## src/rtl/md_rd_arb_if.sv

```systemverilog
`default_nettype none
// ============================================================================
//  Module      : md_rd_arb_if
//  Description : Bundle of the two requester channels and the pixel-buffer
//                read port served by md_rd_arb. The slave modport is the
//                arbiter's view; the master modport is the view of the
//                requesters plus the pixel buffer.
//  Revision    : 1.0 - initial release
// ============================================================================
interface md_rd_arb_if;
    // Requester A (pre-intra 8x8 fetch)
    logic         a_req;
    logic         a_lock;
    logic         a_sel;
    logic [1:0]   a_size;
    logic [3:0]   a_x;
    logic [3:0]   a_y;
    logic [4:0]   a_idx;
    logic         a_gnt;
    logic         a_vld;
    // Requester B (intra/RDO fetch)
    logic         b_req;
    logic         b_lock;
    logic         b_sel;
    logic [1:0]   b_size;
    logic [3:0]   b_x;
    logic [3:0]   b_y;
    logic [4:0]   b_idx;
    logic         b_gnt;
    logic         b_vld;
    // Shared return data
    logic [255:0] rd_data_o;
    // Pixel-buffer read port
    logic         md_ren_o;
    logic         md_sel_o;
    logic [1:0]   md_size_o;
    logic [3:0]   md_4x4_x_o;
    logic [3:0]   md_4x4_y_o;
    logic [4:0]   md_idx_o;
    logic [255:0] md_data_i;

    modport slave (
        input  a_req, a_lock, a_sel, a_size, a_x, a_y, a_idx,
        input  b_req, b_lock, b_sel, b_size, b_x, b_y, b_idx,
        input  md_data_i,
        output a_gnt, a_vld, b_gnt, b_vld, rd_data_o,
        output md_ren_o, md_sel_o, md_size_o, md_4x4_x_o, md_4x4_y_o, md_idx_o
    );

    modport master (
        output a_req, a_lock, a_sel, a_size, a_x, a_y, a_idx,
        output b_req, b_lock, b_sel, b_size, b_x, b_y, b_idx,
        output md_data_i,
        input  a_gnt, a_vld, b_gnt, b_vld, rd_data_o,
        input  md_ren_o, md_sel_o, md_size_o, md_4x4_x_o, md_4x4_y_o, md_idx_o
    );
endinterface
`default_nettype wire

```

## src/rtl/md_rd_arb.sv

```systemverilog
`default_nettype none
// ============================================================================
//  Module      : md_rd_arb
//  Description : Two-requester arbiter for the single original-pixel read
//                port of the LCU pixel buffer. B has default priority, A is
//                protected from starvation, lock holds burst ownership, and
//                a tag pipe steers returned data to the right requester.
//                Optional macro MD_ARB_STAT_EN adds grant/starvation stats.
//  Revision    : 1.0 - initial release
// ============================================================================
module md_rd_arb #(
    parameter int STARVE_MAX = 15,  // 1..15
    parameter int RD_LAT     = 1    // 1 or 2
) (
    input  wire logic   clk,
    input  wire logic   rstn,       // synchronous, active-high despite the name
    md_rd_arb_if.slave  bus
`ifdef MD_ARB_STAT_EN
    ,
    input  wire logic   stat_clr,
    output logic [15:0] stat_a_cnt,
    output logic [15:0] stat_b_cnt,
    output logic [3:0]  stat_starve_max
`endif
);

    localparam logic [3:0] C_STARVE_MAX = 4'(STARVE_MAX);

    typedef enum logic [1:0] {
        IDLE  = 2'd0,
        OWN_A = 2'd1,
        OWN_B = 2'd2
    } state_t;

    state_t        state_q, state_d;
    logic [3:0]    starve_q, starve_d;
    logic [1:0]    tag_q [RD_LAT];
    logic [1:0]    vld_q;
    logic [255:0]  rd_data_q;
    logic          gnt_a, gnt_b;

    // Grant decision and next ownership; nothing is granted while reset is held
    always_comb begin
        gnt_a   = 1'b0;
        gnt_b   = 1'b0;
        state_d = state_q;
        if (!rstn) begin
            case (state_q)
                IDLE: begin
                    if (bus.a_req && (!bus.b_req || starve_q == C_STARVE_MAX)) begin
                        gnt_a = 1'b1;
                        if (bus.a_lock) state_d = OWN_A;
                    end else if (bus.b_req) begin
                        gnt_b = 1'b1;
                        if (bus.b_lock) state_d = OWN_B;
                    end
                end
                OWN_A: begin
                    gnt_a = bus.a_req;
                    if (!bus.a_lock) state_d = IDLE;
                end
                OWN_B: begin
                    gnt_b = bus.b_req;
                    if (!bus.b_lock) state_d = IDLE;
                end
                default: state_d = IDLE;
            endcase
        end
    end

    // Starvation counter: counts denied A cycles, saturating, cleared on an A grant
    always_comb begin
        starve_d = starve_q;
        if (gnt_a)
            starve_d = 4'd0;
        else if (bus.a_req && starve_q != C_STARVE_MAX)
            starve_d = starve_q + 4'd1;
    end

    // Ownership FSM and starvation counter state
    always_ff @(posedge clk) begin
        if (rstn) begin
            state_q  <= IDLE;
            starve_q <= 4'd0;
        end else begin
            state_q  <= state_d;
            starve_q <= starve_d;
        end
    end

    // Tag pipe follows each read through the buffer latency; rd_data is its registered copy
    always_ff @(posedge clk) begin
        if (rstn) begin
            for (int i = 0; i < RD_LAT; i++) tag_q[i] <= 2'b00;
            vld_q     <= 2'b00;
            rd_data_q <= '0;
        end else begin
            tag_q[0] <= {gnt_a, gnt_b};
            for (int i = 1; i < RD_LAT; i++) tag_q[i] <= tag_q[i-1];
            vld_q     <= tag_q[RD_LAT-1];
            rd_data_q <= bus.md_data_i;
        end
    end

    assign bus.a_gnt      = gnt_a;
    assign bus.b_gnt      = gnt_b;
    assign bus.a_vld      = vld_q[1];
    assign bus.b_vld      = vld_q[0];
    assign bus.rd_data_o  = rd_data_q;
    assign bus.md_ren_o   = gnt_a | gnt_b;
    // Fields of the granted side; zero when the port is idle
    assign bus.md_sel_o   = gnt_a ? bus.a_sel  : (gnt_b ? bus.b_sel  : 1'b0);
    assign bus.md_size_o  = gnt_a ? bus.a_size : (gnt_b ? bus.b_size : 2'd0);
    assign bus.md_4x4_x_o = gnt_a ? bus.a_x    : (gnt_b ? bus.b_x    : 4'd0);
    assign bus.md_4x4_y_o = gnt_a ? bus.a_y    : (gnt_b ? bus.b_y    : 4'd0);
    assign bus.md_idx_o   = gnt_a ? bus.a_idx  : (gnt_b ? bus.b_idx  : 5'd0);

`ifdef MD_ARB_STAT_EN
    logic [15:0] stat_a_q, stat_b_q;
    logic [3:0]  stat_peak_q;

    // Saturating grant counters and peak starvation level
    always_ff @(posedge clk) begin
        if (rstn || stat_clr) begin
            stat_a_q    <= 16'd0;
            stat_b_q    <= 16'd0;
            stat_peak_q <= 4'd0;
        end else begin
            if (gnt_a && stat_a_q != 16'hFFFF) stat_a_q <= stat_a_q + 16'd1;
            if (gnt_b && stat_b_q != 16'hFFFF) stat_b_q <= stat_b_q + 16'd1;
            if (starve_q > stat_peak_q) stat_peak_q <= starve_q;
        end
    end

    assign stat_a_cnt      = stat_a_q;
    assign stat_b_cnt      = stat_b_q;
    assign stat_starve_max = stat_peak_q;
`endif

endmodule
`default_nettype wire

```

## src/flat_wrapper.sv

```systemverilog
// flat-port wrapper written by rule: the top's interface ports become plain ports
module md_rd_arb_flat 
#(
    parameter int STARVE_MAX = 15,          
    parameter int RD_LAT     = 1             
)
  (clk, rstn, bus_a_req, bus_a_lock, bus_a_sel, bus_a_size, bus_a_x, bus_a_y, bus_a_idx, bus_b_req, bus_b_lock, bus_b_sel, bus_b_size, bus_b_x, bus_b_y, bus_b_idx, bus_md_data_i, bus_a_gnt, bus_a_vld, bus_b_gnt, bus_b_vld, bus_rd_data_o, bus_md_ren_o, bus_md_sel_o, bus_md_size_o, bus_md_4x4_x_o, bus_md_4x4_y_o, bus_md_idx_o);
  md_rd_arb_if bus_i ();
  input  wire logic clk;
  input  wire logic rstn;
  input wire logic [$bits(bus_i.a_req)-1:0] bus_a_req;
  input wire logic [$bits(bus_i.a_lock)-1:0] bus_a_lock;
  input wire logic [$bits(bus_i.a_sel)-1:0] bus_a_sel;
  input wire logic [$bits(bus_i.a_size)-1:0] bus_a_size;
  input wire logic [$bits(bus_i.a_x)-1:0] bus_a_x;
  input wire logic [$bits(bus_i.a_y)-1:0] bus_a_y;
  input wire logic [$bits(bus_i.a_idx)-1:0] bus_a_idx;
  input wire logic [$bits(bus_i.b_req)-1:0] bus_b_req;
  input wire logic [$bits(bus_i.b_lock)-1:0] bus_b_lock;
  input wire logic [$bits(bus_i.b_sel)-1:0] bus_b_sel;
  input wire logic [$bits(bus_i.b_size)-1:0] bus_b_size;
  input wire logic [$bits(bus_i.b_x)-1:0] bus_b_x;
  input wire logic [$bits(bus_i.b_y)-1:0] bus_b_y;
  input wire logic [$bits(bus_i.b_idx)-1:0] bus_b_idx;
  input wire logic [$bits(bus_i.md_data_i)-1:0] bus_md_data_i;
  output wire logic [$bits(bus_i.a_gnt)-1:0] bus_a_gnt;
  output wire logic [$bits(bus_i.a_vld)-1:0] bus_a_vld;
  output wire logic [$bits(bus_i.b_gnt)-1:0] bus_b_gnt;
  output wire logic [$bits(bus_i.b_vld)-1:0] bus_b_vld;
  output wire logic [$bits(bus_i.rd_data_o)-1:0] bus_rd_data_o;
  output wire logic [$bits(bus_i.md_ren_o)-1:0] bus_md_ren_o;
  output wire logic [$bits(bus_i.md_sel_o)-1:0] bus_md_sel_o;
  output wire logic [$bits(bus_i.md_size_o)-1:0] bus_md_size_o;
  output wire logic [$bits(bus_i.md_4x4_x_o)-1:0] bus_md_4x4_x_o;
  output wire logic [$bits(bus_i.md_4x4_y_o)-1:0] bus_md_4x4_y_o;
  output wire logic [$bits(bus_i.md_idx_o)-1:0] bus_md_idx_o;
  assign bus_i.a_req = bus_a_req;
  assign bus_i.a_lock = bus_a_lock;
  assign bus_i.a_sel = bus_a_sel;
  assign bus_i.a_size = bus_a_size;
  assign bus_i.a_x = bus_a_x;
  assign bus_i.a_y = bus_a_y;
  assign bus_i.a_idx = bus_a_idx;
  assign bus_i.b_req = bus_b_req;
  assign bus_i.b_lock = bus_b_lock;
  assign bus_i.b_sel = bus_b_sel;
  assign bus_i.b_size = bus_b_size;
  assign bus_i.b_x = bus_b_x;
  assign bus_i.b_y = bus_b_y;
  assign bus_i.b_idx = bus_b_idx;
  assign bus_i.md_data_i = bus_md_data_i;
  assign bus_a_gnt = bus_i.a_gnt;
  assign bus_a_vld = bus_i.a_vld;
  assign bus_b_gnt = bus_i.b_gnt;
  assign bus_b_vld = bus_i.b_vld;
  assign bus_rd_data_o = bus_i.rd_data_o;
  assign bus_md_ren_o = bus_i.md_ren_o;
  assign bus_md_sel_o = bus_i.md_sel_o;
  assign bus_md_size_o = bus_i.md_size_o;
  assign bus_md_4x4_x_o = bus_i.md_4x4_x_o;
  assign bus_md_4x4_y_o = bus_i.md_4x4_y_o;
  assign bus_md_idx_o = bus_i.md_idx_o;
  md_rd_arb #(.STARVE_MAX(STARVE_MAX), .RD_LAT(RD_LAT)) u_core (.clk(clk), .rstn(rstn), .bus(bus_i));
endmodule
```

## config.mk

```make
export PLATFORM = sky130hd
export DESIGN_NAME = md_rd_arb_flat
export DESIGN_NICKNAME = d
export VERILOG_FILES = /design/src/rtl/md_rd_arb_if.sv /design/src/rtl/md_rd_arb.sv /design/src/flat_wrapper.sv
export SDC_FILE = /design/constraint.sdc
export NUM_CORES = 1
export LEC_CHECK = 0
export CAP_MARGIN = 10
export CORE_AREA = 2 2 221 223
export CTS_BUF_LIST = sky130_fd_sc_hd__clkbuf_4
export DETAILED_ROUTE_END_ITERATION = 10
export DIE_AREA = 0 0 223 225
export GPL_TIMING_DRIVEN = 0
export MAX_ROUTING_LAYER = met4
export PLACE_DENSITY = 0.49
export SYNTH_ARGS = -nofsm -noshare
export SYNTH_HDL_FRONTEND = slang
export SYNTH_SLANG_ARGS = --single-unit
```

## constraint.sdc

```tcl
create_clock -name clk -period 2.3 [get_ports clk]
set_clock_uncertainty 0.1 [all_clocks]
set_input_delay 0.23 -clock clk [delete_from_list [all_inputs] [get_ports clk]]
set_output_delay 0.23 -clock clk [all_outputs]
set_load 0.01 [all_outputs]
```

==> flow_summary.toml <==
[run_status]
status = "complete, but fails checks"
violations = "setup timing"

[pwr]
p_comb_frac = 0.168
sequentialPowerShare = 0.440
power_switching_w = 0.00265
swShare = 0.237
power_density_mw_per_mm2 = 636
internal-power_w = 0.00854
leakage_nw = 6.88
vdd_drop_max_uv = 350
p_clk_frac = 0.392
p_total_w = 0.0112

[cells_and_area]
num-fill-cells = 4642
final_util = 0.370
drive_above_1_share = 0.104
ff_latch_area_sq_mm = 0.00533
multi_input_area_sq_mm = 0.00200
fin_nets = 1823
area_delta_synth_final_pct = 136

[flow_run]
max_cap_viol_count = 0

[global_routing]
grt_max_degree = 11
grt_pass1_vias = 8252
grt_pass1_wl_um = 45700
grtUsageTotal = 0.125
overflow = 0
antenna_found_initial = 2

[drt]
drt_wl_total_um = 31300
drt_iter0_markers = 88
drt-wirelength-per-cell_um = 14.2
ant_nets = 0
drt_drc_violations_left = 0
num_vias = 7612
drt-pass1-iter-count = 4
viasPerCell = 3.46

[synth]
synth_edf_count = 0
async_reset_ff_frac = 0
netlist_top_cells_count = "dfxtp_1, nor2b_1, clkbuf_1"
syn_avg_cell_area_sq_um = 12.3
ys_ff_latch = 266
ys_top_cells_by_area = "dfxtp_1, nor2b_1, a22o_1"
muxShareOfSynthArea = 0
synth_nets = 901
netlist_instances = 606
synth_compound_area_frac = 0.0337
synth.distinct_cells = 27
synth_area_sq_mm = 0.00746
yosysMostFrequentCell = "dfxtp_1"
synth_adder_area_share = 0.00168
synth.top_cell.area_share = 0.714
synth-xor-area-share = 0
ys.flop_type = "dfxtp_1"
synth-simple-area-share = 0.230
synth_top_family_by_area = "simple AND/OR/NAND/NOR gates"
yosys_warnings = 0
synth-seq-area-share = 0.714
synth_top_cell_by_area = "dfxtp_1"

[hold_path]
hp-class = "input port to register"
hold_path_depth = 3
hp-start = "rstn"
min_to = "u_core.tag_q[0][0]"

[timing]
relSlewSlack = 0.488
rsz0062_at_grt = "yes"
worst_pin_slew_ns = 0.767
hold_violations = 0
min_period_ns = 2.51
timing.final.crit_share = 1.09
setup_viol = 18
final-max-slew-violation-count = 0
fin_ws_ns = -0.209
fmax_mhz = 399

[die]
die-area_sq_mm = 0.0502
core-area_sq_mm = 0.0475
die_h_um = 225
ioPinCount = 571
die_w_um = 223
rows = 80
start_util = 0.157

[setup_path]
critPathArrivalTime_ns = 2.18
r2r_slack_ns = 0.63
reg2reg_depth = 7
cp-start-kind = "register"
worstSetupEndpointType = "primary output"
r2r-start = "u_core.starve_q[1]"
crit_fanout = 10
required_ns = 1.97
crit_type = "register to primary output"
r2r_end = "u_core.starve_q[3]"

[clock_tree]
cts-root-buf = "clkbuf_4"
tritoncts = "done"
clkTransAtPathRegs_ns = 0.06
worstSkewPairLatency_ns = 0.73
h-tree-depth = 3
cts_sinks = 266
cts_made_buffers = 76
max-clock-path-buffers = 3

[place]
place_congestion = 0.765
dp_hpwl_um = 22700
io_buffers = 569
==> power groups by stage <==
stage / Sequential, W / Combinational, W / Clock, W
2_1_floorplan: 0.00515 / 0.000266 / 0
3_3_place_gp: 0.00502 / 0.00151 / 0
3_5_place_dp: 0.00502 / 0.00151 / 0
4_1_cts: 0.00492 / 0.00189 / 0.00461
5_1_grt: 0.00494 / 0.00200 / 0.00485
6_report: 0.00492 / 0.00188 / 0.00438
==> layout by cell type, fill, tap and decap left out, types with 2 or more instances in the layout <==
cell type and instances:
a211oi_1 3, a21oi_1 3, a22o_1 16, buf_2 15
buf_4 11, buf_6 9, bufinv_16 2, clkbuf_1 29
clkbuf_4 110, clkdlybuf4s50_1 550, clkinv_1 9, clkinv_2 4
dfxtp_1 263, dfxtp_2 2, diode_2 6, dlygate4sd3_1 260
inv_1 2, inv_2 2, nor2_1 4, nor2b_1 258
nor3_1 2, o211ai_1 2, o21ai_0 2
==> stage by stage <==
stage	cell area [sq um]	worst slack [ns]	hold slack [ns]	TNS, ns	std cells
6_report	17600	-0.209	0.146	-2.59	2198
3_5_place_dp	13900	-0.393	0.331	-6.45	1790
5_1_grt	17600	-0.416	0.0692	-6.39	2198
3_3_place_gp	13900	-0.389	0.332	-5.62	1790
4_1_cts	17500	-0.403	0.0185	-6.75	2189
2_1_floorplan	7460	0.488	0.258	0	606
==> metal layers <==
layer,GRT usage,up-vias,wire [um]
met4,0.0539,0,801
li1,-,3772,-
met2,0.215,379,16000
met1,0.124,3400,11800
met5,-,-,0
met3,0.0516,61,2730
==> sequential cells by signal, summed over array words and instances, names as in the netlist <==
| name | cells |
|---|---|
| u_core.vld_q | 2 |
| u_core.tag_q | 2 |
| u_core.state_q | 2 |
| u_core.starve_q | 4 |
| u_core.bus.rd_data_o | 256 |
==> cell type report <==
class                      instances  area share
antenna                            6    0.000854
buffer                            32     0.00790
clock buffer                     110      0.0470
clock inverter                    17     0.00690
inverter                           2    0.000427
multi-input combinational        305       0.114
sequential                       266       0.303
tap                              615      0.0438
timing repair buffer             845       0.476
==> how the worst max path moves through the flow <==
| stage | startpoint | to | slack (ns) | depth (start not counted) |
|---|---|---|---|---|
| after floorplan | u_core.starve_q[0] | bus_md_4x4_x_o[0] | 0.49 | 6 |
| after global placement | bus_a_req | bus_md_idx_o[0] | -0.39 | 6 |
| after detailed placement | bus_a_req | bus_md_idx_o[0] | -0.39 | 6 |
| after CTS | u_core.starve_q[1] | bus_md_idx_o[0] | -0.40 | 7 |
| after global routing | u_core.starve_q[1] | bus_md_idx_o[0] | -0.42 | 6 |
| final | u_core.starve_q[1] | bus_md_idx_o[0] | -0.21 | 6 |
==> cells by family (layout without fill, tap and decap cells) <==
| group | Yosys count | after routing |
|---|---|---|
| AND/OR/NAND/NOR | 274 | 274 |
| flip-flops | 266 | 266 |
| buffers and inverters | 35 | 1006 |
| AO/OA/AOI/OAI | 30 | 30 |
| adder cells (fa/ha/maj) | 1 | 1 |
| other | 0 | 6 |
==> repair_timing <==
action,in CTS,in global routing
hold endpoints to repair,259,0
gates resized for setup,90,5
setup endpoints to repair,19,19
cloned,1,0
pin swaps,4,12
buffers inserted,11,5
hold buffers,260,0
==> critical path, cell delays in order, from the launching register on <==
cell and delay [ns]:
dfxtp_2 0.35, ha_4 0.15, nand3_4 0.10, o211a_4 0.30, buf_8 0.14, a22o_1 0.25, buf_2 0.15
Power figures use the tool's default switching activity.
